==> config.mk <==
export PLATFORM = sky130hd
export DESIGN_NAME = alu_seq
export DESIGN_NICKNAME = d
export VERILOG_FILES = /design/src/rtl/alu_seq.sv
export SDC_FILE = /design/constraint.sdc
export NUM_CORES = 1
export LEC_CHECK = 0
export CORE_UTILIZATION = 61
export CTS_BUF_LIST = sky130_fd_sc_hd__clkbuf_4 sky130_fd_sc_hd__clkbuf_8
export DETAILED_ROUTE_END_ITERATION = 16
export PLACE_DENSITY = 0.84
export SLEW_MARGIN = 40
export SYNTH_ARGS = -nofsm -noshare
export SYNTH_HDL_FRONTEND = slang
export SYNTH_SLANG_ARGS = --single-unit
==> constraint.sdc <==
create_clock -name clk -period 2.9 [get_ports clk]
set_input_delay 0.435 -clock clk [delete_from_list [all_inputs] [get_ports clk]]
set_output_delay 0.435 -clock clk [all_outputs]
set_load 0.02 [all_outputs]
==> src/rtl/alu_seq.sv <==
// Handshaked ALU: single-cycle logic/add/shift ops plus iterative unsigned
// multiply (shift-add) and divide (restoring), with registered result and flags.
module alu_seq #(
    parameter int WIDTH     = 8,
    parameter int SLF_SHIFT = WIDTH / 2
) (
    input  logic             clk,
    input  logic             rst,
    input  logic             in_valid,
    output logic             in_ready,
    input  logic [WIDTH-1:0] s_ra,
    input  logic [WIDTH-1:0] s_rb,
    input  logic [3:0]       op,
    output logic             out_valid,
    input  logic             out_ready,
    output logic [WIDTH-1:0] s,
    output logic [WIDTH-1:0] rem,
    output logic             flag_z,
    output logic             flag_n,
    output logic             flag_c,
    output logic             flag_v,
    output logic             flag_dz
);
    localparam int CW = $clog2(WIDTH + 1);

    localparam logic [1:0] ST_IDLE = 2'd0;
    localparam logic [1:0] ST_BUSY = 2'd1;
    localparam logic [1:0] ST_DONE = 2'd2;

    localparam logic [WIDTH:0] W_ONE = (WIDTH + 1)'(1);
    localparam logic [WIDTH:0] W_LIM = (WIDTH + 1)'(WIDTH);

    logic [1:0]       r_state;
    logic [CW-1:0]    r_cnt;
    logic             r_div;
    logic [WIDTH-1:0] r_a;
    logic [WIDTH-1:0] r_b;
    logic [WIDTH-1:0] r_hi;
    logic [WIDTH-1:0] r_lo;
    logic [WIDTH-1:0] r_s;
    logic [WIDTH-1:0] r_rem;
    logic             r_fz, r_fn, r_fc, r_fv, r_fdz;

    logic [WIDTH:0]   w_res;
    logic             w_c;
    logic             w_v;
    logic             w_shamt_big;
    logic             w_is_iter;
    logic             w_is_div;
    logic             w_b_zero;

    assign w_shamt_big = ({1'b0, s_rb} >= W_LIM);
    assign w_is_iter   = op[3] & op[2] & op[0];
    assign w_is_div    = (op == 4'b1111);
    assign w_b_zero    = (s_rb == '0);

    // Single-cycle ops, evaluated at WIDTH+1 bits so carry/borrow land in the top bit
    always_comb begin
        w_res = '0;
        w_c   = 1'b0;
        w_v   = 1'b0;
        case (op[2:0])
            3'b000: w_res = {1'b0, ~s_rb};
            3'b001: w_res = {1'b0, s_ra & s_rb};
            3'b010: w_res = {1'b0, s_ra | s_rb};
            3'b011: w_res = {1'b0, s_ra ^ s_rb};
            3'b100: begin
                if (op[3]) begin
                    w_res = {1'b0, s_rb} + W_ONE;
                    w_v   = ~s_rb[WIDTH-1] & w_res[WIDTH-1];
                end else begin
                    w_res = {1'b0, s_ra} + {1'b0, s_rb};
                    w_v   = (s_ra[WIDTH-1] == s_rb[WIDTH-1]) & (w_res[WIDTH-1] != s_ra[WIDTH-1]);
                end
                w_c = w_res[WIDTH];
            end
            3'b101: begin
                w_res = {1'b0, s_ra} - {1'b0, s_rb};
                w_c   = ~w_res[WIDTH];
                w_v   = (s_ra[WIDTH-1] != s_rb[WIDTH-1]) & (w_res[WIDTH-1] != s_ra[WIDTH-1]);
            end
            3'b110: begin
                if (op[3])
                    w_res = {1'b0, s_rb} << SLF_SHIFT;
                else if (!w_shamt_big)
                    w_res = {1'b0, s_ra} << s_rb;
            end
            3'b111: begin
                if (!w_shamt_big)
                    w_res = {1'b0, s_ra >> s_rb};
            end
            default: w_res = '0;
        endcase
    end

    // One iteration step; r_hi/r_lo hold product high/low or remainder/quotient
    logic [WIDTH:0]   w_mul_sum;
    logic [WIDTH:0]   w_div_shift;
    logic [WIDTH-1:0] w_div_sub;
    logic             w_div_ge;
    logic [WIDTH-1:0] w_hi_next;
    logic [WIDTH-1:0] w_lo_next;

    assign w_mul_sum   = {1'b0, r_hi} + (r_lo[0] ? {1'b0, r_a} : '0);
    assign w_div_shift = {r_hi, r_lo[WIDTH-1]};
    assign w_div_ge    = (w_div_shift >= {1'b0, r_b});
    assign w_div_sub   = w_div_shift[WIDTH-1:0] - r_b;

    always_comb begin
        if (r_div) begin
            w_hi_next = w_div_ge ? w_div_sub : w_div_shift[WIDTH-1:0];
            w_lo_next = {r_lo[WIDTH-2:0], w_div_ge};
        end else begin
            w_hi_next = w_mul_sum[WIDTH:1];
            w_lo_next = {w_mul_sum[0], r_lo[WIDTH-1:1]};
        end
    end

    always_ff @(posedge clk or posedge rst) begin
        if (rst) begin
            r_state <= ST_IDLE;
            r_cnt   <= '0;
            r_div   <= 1'b0;
            r_a     <= '0;
            r_b     <= '0;
            r_hi    <= '0;
            r_lo    <= '0;
            r_s     <= '0;
            r_rem   <= '0;
            r_fz    <= 1'b0;
            r_fn    <= 1'b0;
            r_fc    <= 1'b0;
            r_fv    <= 1'b0;
            r_fdz   <= 1'b0;
        end else begin
            case (r_state)
                ST_IDLE: begin
                    if (in_valid) begin
                        if (w_is_iter && !(w_is_div && w_b_zero)) begin
                            r_a     <= s_ra;
                            r_b     <= s_rb;
                            r_hi    <= '0;
                            r_lo    <= w_is_div ? s_ra : s_rb;
                            r_div   <= w_is_div;
                            r_cnt   <= CW'(WIDTH);
                            r_state <= ST_BUSY;
                        end else if (w_is_div) begin
                            r_s     <= '1;
                            r_rem   <= s_ra;
                            r_fz    <= 1'b0;
                            r_fn    <= 1'b1;
                            r_fc    <= 1'b0;
                            r_fv    <= 1'b0;
                            r_fdz   <= 1'b1;
                            r_state <= ST_DONE;
                        end else begin
                            r_s     <= w_res[WIDTH-1:0];
                            r_rem   <= '0;
                            r_fz    <= (w_res[WIDTH-1:0] == '0);
                            r_fn    <= w_res[WIDTH-1];
                            r_fc    <= w_c;
                            r_fv    <= w_v;
                            r_fdz   <= 1'b0;
                            r_state <= ST_DONE;
                        end
                    end
                end
                ST_BUSY: begin
                    r_hi  <= w_hi_next;
                    r_lo  <= w_lo_next;
                    r_cnt <= r_cnt - CW'(1);
                    if (r_cnt == CW'(1)) begin
                        r_s     <= w_lo_next;
                        r_rem   <= r_div ? w_hi_next : '0;
                        r_fz    <= (w_lo_next == '0);
                        r_fn    <= w_lo_next[WIDTH-1];
                        r_fc    <= 1'b0;
                        r_fv    <= r_div ? 1'b0 : (w_hi_next != '0);
                        r_fdz   <= 1'b0;
                        r_state <= ST_DONE;
                    end
                end
                ST_DONE: begin
                    if (out_ready)
                        r_state <= ST_IDLE;
                end
                default: r_state <= ST_IDLE;
            endcase
        end
    end

    assign in_ready  = (r_state == ST_IDLE);
    assign out_valid = (r_state == ST_DONE);
    assign s         = r_s;
    assign rem       = r_rem;
    assign flag_z    = r_fz;
    assign flag_n    = r_fn;
    assign flag_c    = r_fc;
    assign flag_v    = r_fv;
    assign flag_dz   = r_fdz;
endmodule

==> flow_metrics.py, run 1 <==
metrics = {
    "timing": {
        "max_freq_mhz": 324,
        "rsz0062_at_grt": "yes",
        "fin_crit_ps": 3080,
        "finalSetupViolations": 1,
        "worst_pin_slew_ps": 777,
        "finalHoldViolCount": 0,
        "final_min_period_over_clock_period": 1.06,
        "setup_slack_ps": -182,
        "slew_violations": 0,
        "finClkSkew_ps": 16.6,
        "maxSlewHeadroom": 0.482,
    },
    "yosys": {
        "synth-warning-count": 0,
        "synth_cells": 720,
        "ys_seq_area_frac": 0.250,
        "synth_flop_cell": "dfrtp_1",
        "ys_async_sr_fraction": 1.00,
        "avgSynthCellArea_sq_um": 8.20,
        "ys_types": 78,
        "syn_area_sq_um": 5900,
        "syn_nets": 793,
        "synth-edff-count": 0,
        "ys_seq_elements": 59,
    },
    "global_routing": {
        "antenna_found_initial": 0,
        "grt_overflow": 0,
        "grt_max_degree": 29,
        "track_usage": 0.431,
        "grt_first_pass_wirelength_um": 33000,
        "grt_pass1_vias": 6310,
    },
    "floorplan": {
        "start_util": 0.633,
        "rows": 35,
        "coreArea_sq_um": 9330,
        "ios": 47,
        "die_h_um": 100,
        "dieArea_sq_um": 10100,
        "die_w_um": 100,
    },
    "clock_tree": {
        "numCtsBuffers": 9,
        "cts_hold_buf": 0,
        "clk_latency_ps": 350,
        "cts_tree": "built",
        "path_clk_slew_ps": 70,
        "root_buffer": "clkbuf_8",
        "cts.sinks": 59,
        "htree_levels": 3,
        "clockBufferDepth": 2,
    },
    "finish": {
        "antenna_cells": 0,
        "fillers": 564,
        "drive_above_1_share": 0.265,
        "design_area_sq_um": 7880,
        "nets": 948,
        "layout_commonest_cell": "buf_4",
        "fin_cells": 1008,
        "layout_common_cells": "buf_4, nand2_1, dfrtp_1, o21ai_0, nor2_1",
        "areaGrowthSynthToFinish_pct": 33.4,
    },
    "worst_setup_path": {
        "worstSetupPathType": "reg -> reg",
        "required_ps": 3120,
        "cp_max_fo": 3,
        "cp.arrival_ps": 3300,
        "cp-end-kind": "flop",
        "cp-start-kind": "flop",
    },
    "detailed_routing": {
        "routedWlPerCell_um": 21.8,
        "first_pass_iters": 6,
        "drc_errors": 0,
        "totalWireLength_um": 21900,
        "vias": 6710,
        "drt_iter0_drc": 605,
        "antenna_left": 0,
        "avgViaCountPerCell": 6.66,
    },
    "placed_design": {
        "dpl-instance-area_sq_um": 7410,
        "place.gp.congestion": 1.03,
        "dp_hpwl_um": 15900,
        "dp_cells": 985,
        "post-place-ws_ps": -374,
        "numPortBuffers": 46,
    },
    "power": {
        "p_per_area_nw_per_um2": 835,
        "leakage_nw": 3.63,
        "power_mw": 6.58,
        "vdd_drop_max_uv": 812,
    },
    "hold_path": {
        "hp-class": "reg -> reg",
    },
    "flow_run": {
        "cap_violations": 0,
    },
    "run_status": {
        "status": "finished with violations",
        "violations": "negative setup slack",
    },
}
stage by stage:
stage	setup TNS (ps)	utilization	hold slack, ps
final	-182	0.845	481
after global routing	-215	0.845	505
after CTS	-171	0.820	480
after detailed placement	-1600	0.795	467
after global placement	-1020	0.795	459
after floorplan	0	-	465
timing repair:
action / in CTS / in global routing
endpoints found under the setup margin: 1 / 8
resized for setup: 8 / 36
setup buffers: 1 / 8
pin swaps: 5 / 22
cloned: 0 / 0
synth_stat cells, types with 10 or more instances:
master    instances  share of area
o21ai_0          58          0.049
nor2_1           50          0.032
ha_1             45          0.095
and2_1           15          0.016
inv_1            45          0.029
a21o_1           16          0.020
nor3_1           10         0.0085
nand2_1          67          0.043
nand3_1          21          0.018
mux2_2           15          0.029
a21oi_1          47          0.040
xnor2_1          16          0.024
mux2i_1          20          0.034
buf_2            13          0.011
dfrtp_1          59           0.25
clkbuf_1         27          0.017
a211oi_1         23          0.029
critical path, cell delays in order, from the launching register on:
cell and delay (ps):
dfrtp_1 410, and2_4 170, ha_4 170, fa_2 390, a211oi_2 280, o21ai_1 150
and3_4 220, o31ai_4 220, o31a_1 250, nand4_1 140, nor4b_2 320, buf_4 190
o41ai_2 60
layer usage:
layer,track usage,part of all wire,vias up
li1,-,-,2937
met1,0.595,0.40,3154
met2,0.657,0.44,516
met3,0.111,0.12,103
met4,0.148,0.037,0
met5,0,0,-
sequential cells by signal, indices dropped and copies added (netlist names):
register and count:
s 8, r_b 8, r_a 8, flag_v 1, flag_c 1, r_hi 8
flag_z 1, r_state 2, flag_dz 1, r_lo 8, r_cnt 4, rem 8
r_div 1
layout make-up:
cell class                 instances  area [sq um]  share of cell area
clock buffer                      11           145              0.0184
clock inverter                     4          51.3             0.00651
inverter                          46           174              0.0221
multi-input combinational        565          4240               0.538
sequential                        59          1480               0.188
tap                              129           161              0.0205
timing repair buffer             194          1630               0.207
power breakdown:
| group | switching, mW | internal, mW |
|---|---|---|
| registers | 0.272 | 1.16 |
| clock network | 0.354 | 0.425 |
| logic | 2.34 | 2.03 |
worst paths after layout:
path / from / endpoint / slack (ps) / cells after the start
worst max-delay path: r_lo[0] / flag_v / -180 / 12
worst min-delay path: s[0] / s[0] / 480 / 1
worst max register to register: r_lo[0] / flag_v / -180 / 12
worst min register to register: s[0] / s[0] / 480 / 1
max in group asynchronous: rst / r_b[1] / 1710 / 3
min in group asynchronous: rst / s[2] / 490 / 2
logic make-up after synthesis:
group / Yosys count / share of synthesized area
adder cells (fa/ha/maj): 49 / 0.109
AO/OA/AOI/OAI: 232 / 0.265
flip-flops: 59 / 0.250
XOR/XNOR: 23 / 0.0341
buffers and inverters: 96 / 0.0689
multiplexers: 41 / 0.0841
AND/OR/NAND/NOR: 220 / 0.189
No activity file was read; power rests on OpenSTA's default activity.
==> run 2: changes to the inputs <==
--- a/config.mk
+++ b/config.mk
@@ -5,10 +5,11 @@
 export SDC_FILE = /design/constraint.sdc
 export NUM_CORES = 1
 export LEC_CHECK = 0
-export CORE_UTILIZATION = 61
+export CORE_UTILIZATION = 65
 export CTS_BUF_LIST = sky130_fd_sc_hd__clkbuf_4 sky130_fd_sc_hd__clkbuf_8
 export DETAILED_ROUTE_END_ITERATION = 16
-export PLACE_DENSITY = 0.84
+export PLACE_DENSITY = 0.89
+export SKIP_CTS_REPAIR_TIMING = 1
 export SLEW_MARGIN = 40
 export SYNTH_ARGS = -nofsm -noshare
 export SYNTH_HDL_FRONTEND = slang
==> constraint.sdc (replaced) <==
create_clock -name clk -period 3.55 [get_ports clk]
set_input_delay 0.5325 -clock clk [delete_from_list [all_inputs] [get_ports clk]]
set_output_delay 0.5325 -clock clk [all_outputs]
set_load 0.02 [all_outputs]
==> run 2 against run 1 <==
Critical endpoint unchanged. Worst hold slack got worse by 1.5 ps. Wire length shrank 14%. Final cell count is 12% lower. Fmax is 8.5% lower. Count of clock-buffer cells in the layout is 1 lower. Largest power group unchanged. Via count shrank 9.8%. Clock power is 6.2% lower. Core utilization shrank 6.1 points. Non-clock buffer count is 102 lower. Sequential share of layout area grew 2.7 points. The flow now finishes without violations. Total power is 31% lower. First-iteration DRC count grew 34%. Critical path type unchanged.
==> flow_metrics.py, run 2 (synthesized netlist as in run 1, its figures left out) <==
metrics = {
    "power": {
        "p_per_area_nw_per_um2": 664,
        "vdd_drop_max_uv": 510,
        "leakage_nw": 3.10,
    },
    "timing": {
        "worst_pin_slew_ps": 642,
        "final_min_period_over_clock_period": 0.949,
        "finalSetupTns_ps": 0,
        "maxSlewHeadroom": 0.571,
        "fin_crit_ps": 3370,
        "finalSetupViolations": 0,
        "finalHoldViolCount": 0,
        "setup_slack_ps": 180,
        "rsz0062_at_grt": "no",
        "slew_violations": 0,
        "finClkSkew_ps": 10.9,
        "max_freq_mhz": 297,
    },
    "worst_setup_path": {
        "cp-end-kind": "flop",
        "r2r-start": "r_lo[0]",
        "required_ps": 3770,
        "worstSetupPathType": "reg -> reg",
        "regToRegSetupSlack_ps": 180,
        "cp.arrival_ps": 3590,
        "cp-start-kind": "flop",
        "r2r_end": "flag_v",
        "ff2ff_path_depth": 11,
        "cp_max_fo": 6,
    },
    "detailed_routing": {
        "antenna_left": 0,
        "totalWireLength_um": 18800,
        "routedWlPerCell_um": 21.3,
        "avgViaCountPerCell": 6.83,
        "drc_errors": 0,
        "drt_iter0_drc": 808,
        "first_pass_iters": 5,
        "vias": 6052,
    },
    "run_status": {
        "status": "finished clean",
    },
    "clock_tree": {
        "cts_tree": "built",
        "htree_levels": 3,
        "cts.sinks": 59,
        "clockBufferDepth": 2,
        "path_clk_slew_ps": 70,
        "clk_latency_ps": 350,
        "numCtsBuffers": 9,
        "root_buffer": "clkbuf_8",
    },
    "finish": {
        "areaGrowthSynthToFinish_pct": 16.3,
        "antenna_cells": 0,
        "layout_commonest_cell": "nand2_1",
        "drive_above_1_share": 0.131,
        "layout_common_cells": "nand2_1, dfrtp_1, o21ai_0, nor2_1",
        "nets": 846,
        "final_core_util": 0.784,
    },
    "floorplan": {
        "die_h_um": 97.3,
        "die_w_um": 97.3,
        "ios": 47,
        "coreArea_sq_um": 8760,
        "dieArea_sq_um": 9470,
        "rows": 34,
        "start_util": 0.674,
    },
    "hold_path": {
        "holdCritStartpoint": "s[2]",
        "whs_path_depth": 1,
        "hold_end": "s[2]",
        "hp-class": "reg -> reg",
    },
    "placed_design": {
        "numPortBuffers": 46,
        "place.gp.congestion": 0.992,
        "post-place-ws_ps": 163,
        "dp_hpwl_um": 14100,
    },
    "global_routing": {
        "grt_overflow": 0,
        "grt_max_degree": 60,
        "antenna_found_initial": 0,
        "grt_pass1_vias": 5819,
        "track_usage": 0.408,
        "grt_first_pass_wirelength_um": 30400,
    },
    "flow_run": {
        "cap_violations": 0,
    },
}
[run 2: cell types whose count changed in the layout (fill, tap and decap cells not counted), sizes merged]
cell and change:
buf -102, bufinv +1, clkbuf -1, clkdlybuf4s50 +4, clkinvlp -1, dlymetal6s2s -4, inv +2
[run 2: stage by stage]
stage	cell area, sq um	cells	total power [mW]	hold slack, ps
after CTS	6850	885	4.48	483
after floorplan	5900	720	2.95	465
after global routing	6870	886	4.85	515
after detailed placement	6620	869	3.73	467
after global placement	6610	869	3.61	462
final	6870	886	4.56	480
[run 2: power breakdown]
part	leakage, nW	switching (mW)	internal (mW)
combinational	2.23	1.56	1.11
sequential	0.752	0.214	0.943
clock	0.117	0.310	0.422
total	3.10	2.09	2.47
[run 2: cell type report]
cell class                 instances  area (sq um)
multi-input combinational        565          4030
timing repair buffer              92           818
clock buffer                      10           138
inverter                          46           173
sequential                        59          1480
tap                              108           135
fill                             601          1890
clock inverter                     6          95.1
[run 2: how the worst max path moves through the flow]
stage | from | to | slack, ps
5_1_grt | r_lo[0] | flag_v | 50
3_3_place_gp | s_rb[4] | rem[7] | 200
2_1_floorplan | s_rb[1] | flag_z | 480
4_1_cts | r_lo[0] | flag_v | 320
3_5_place_dp | s_rb[1] | flag_z | 160
6_report | r_lo[0] | flag_v | 180
[run 2: worst max-delay path, cell delays in order (launching register included)]
cell	delay, ps
dfrtp_1	430
and2_1	160
ha_1	200
fa_1	430
a211oi_1	270
o21ai_0	250
and3_1	260
o31ai_1	230
o31a_1	230
nand4_1	110
nor4b_1	530
o41ai_1	130
[run 2: routing by layer]
metal  track usage  up-vias  routed length (um)
met2         0.632      407                8520
met5             0        -                   0
li1              -     2742                   -
met1         0.589     2857                7730
met4         0.129        0                 424
met3        0.0619       46                2170
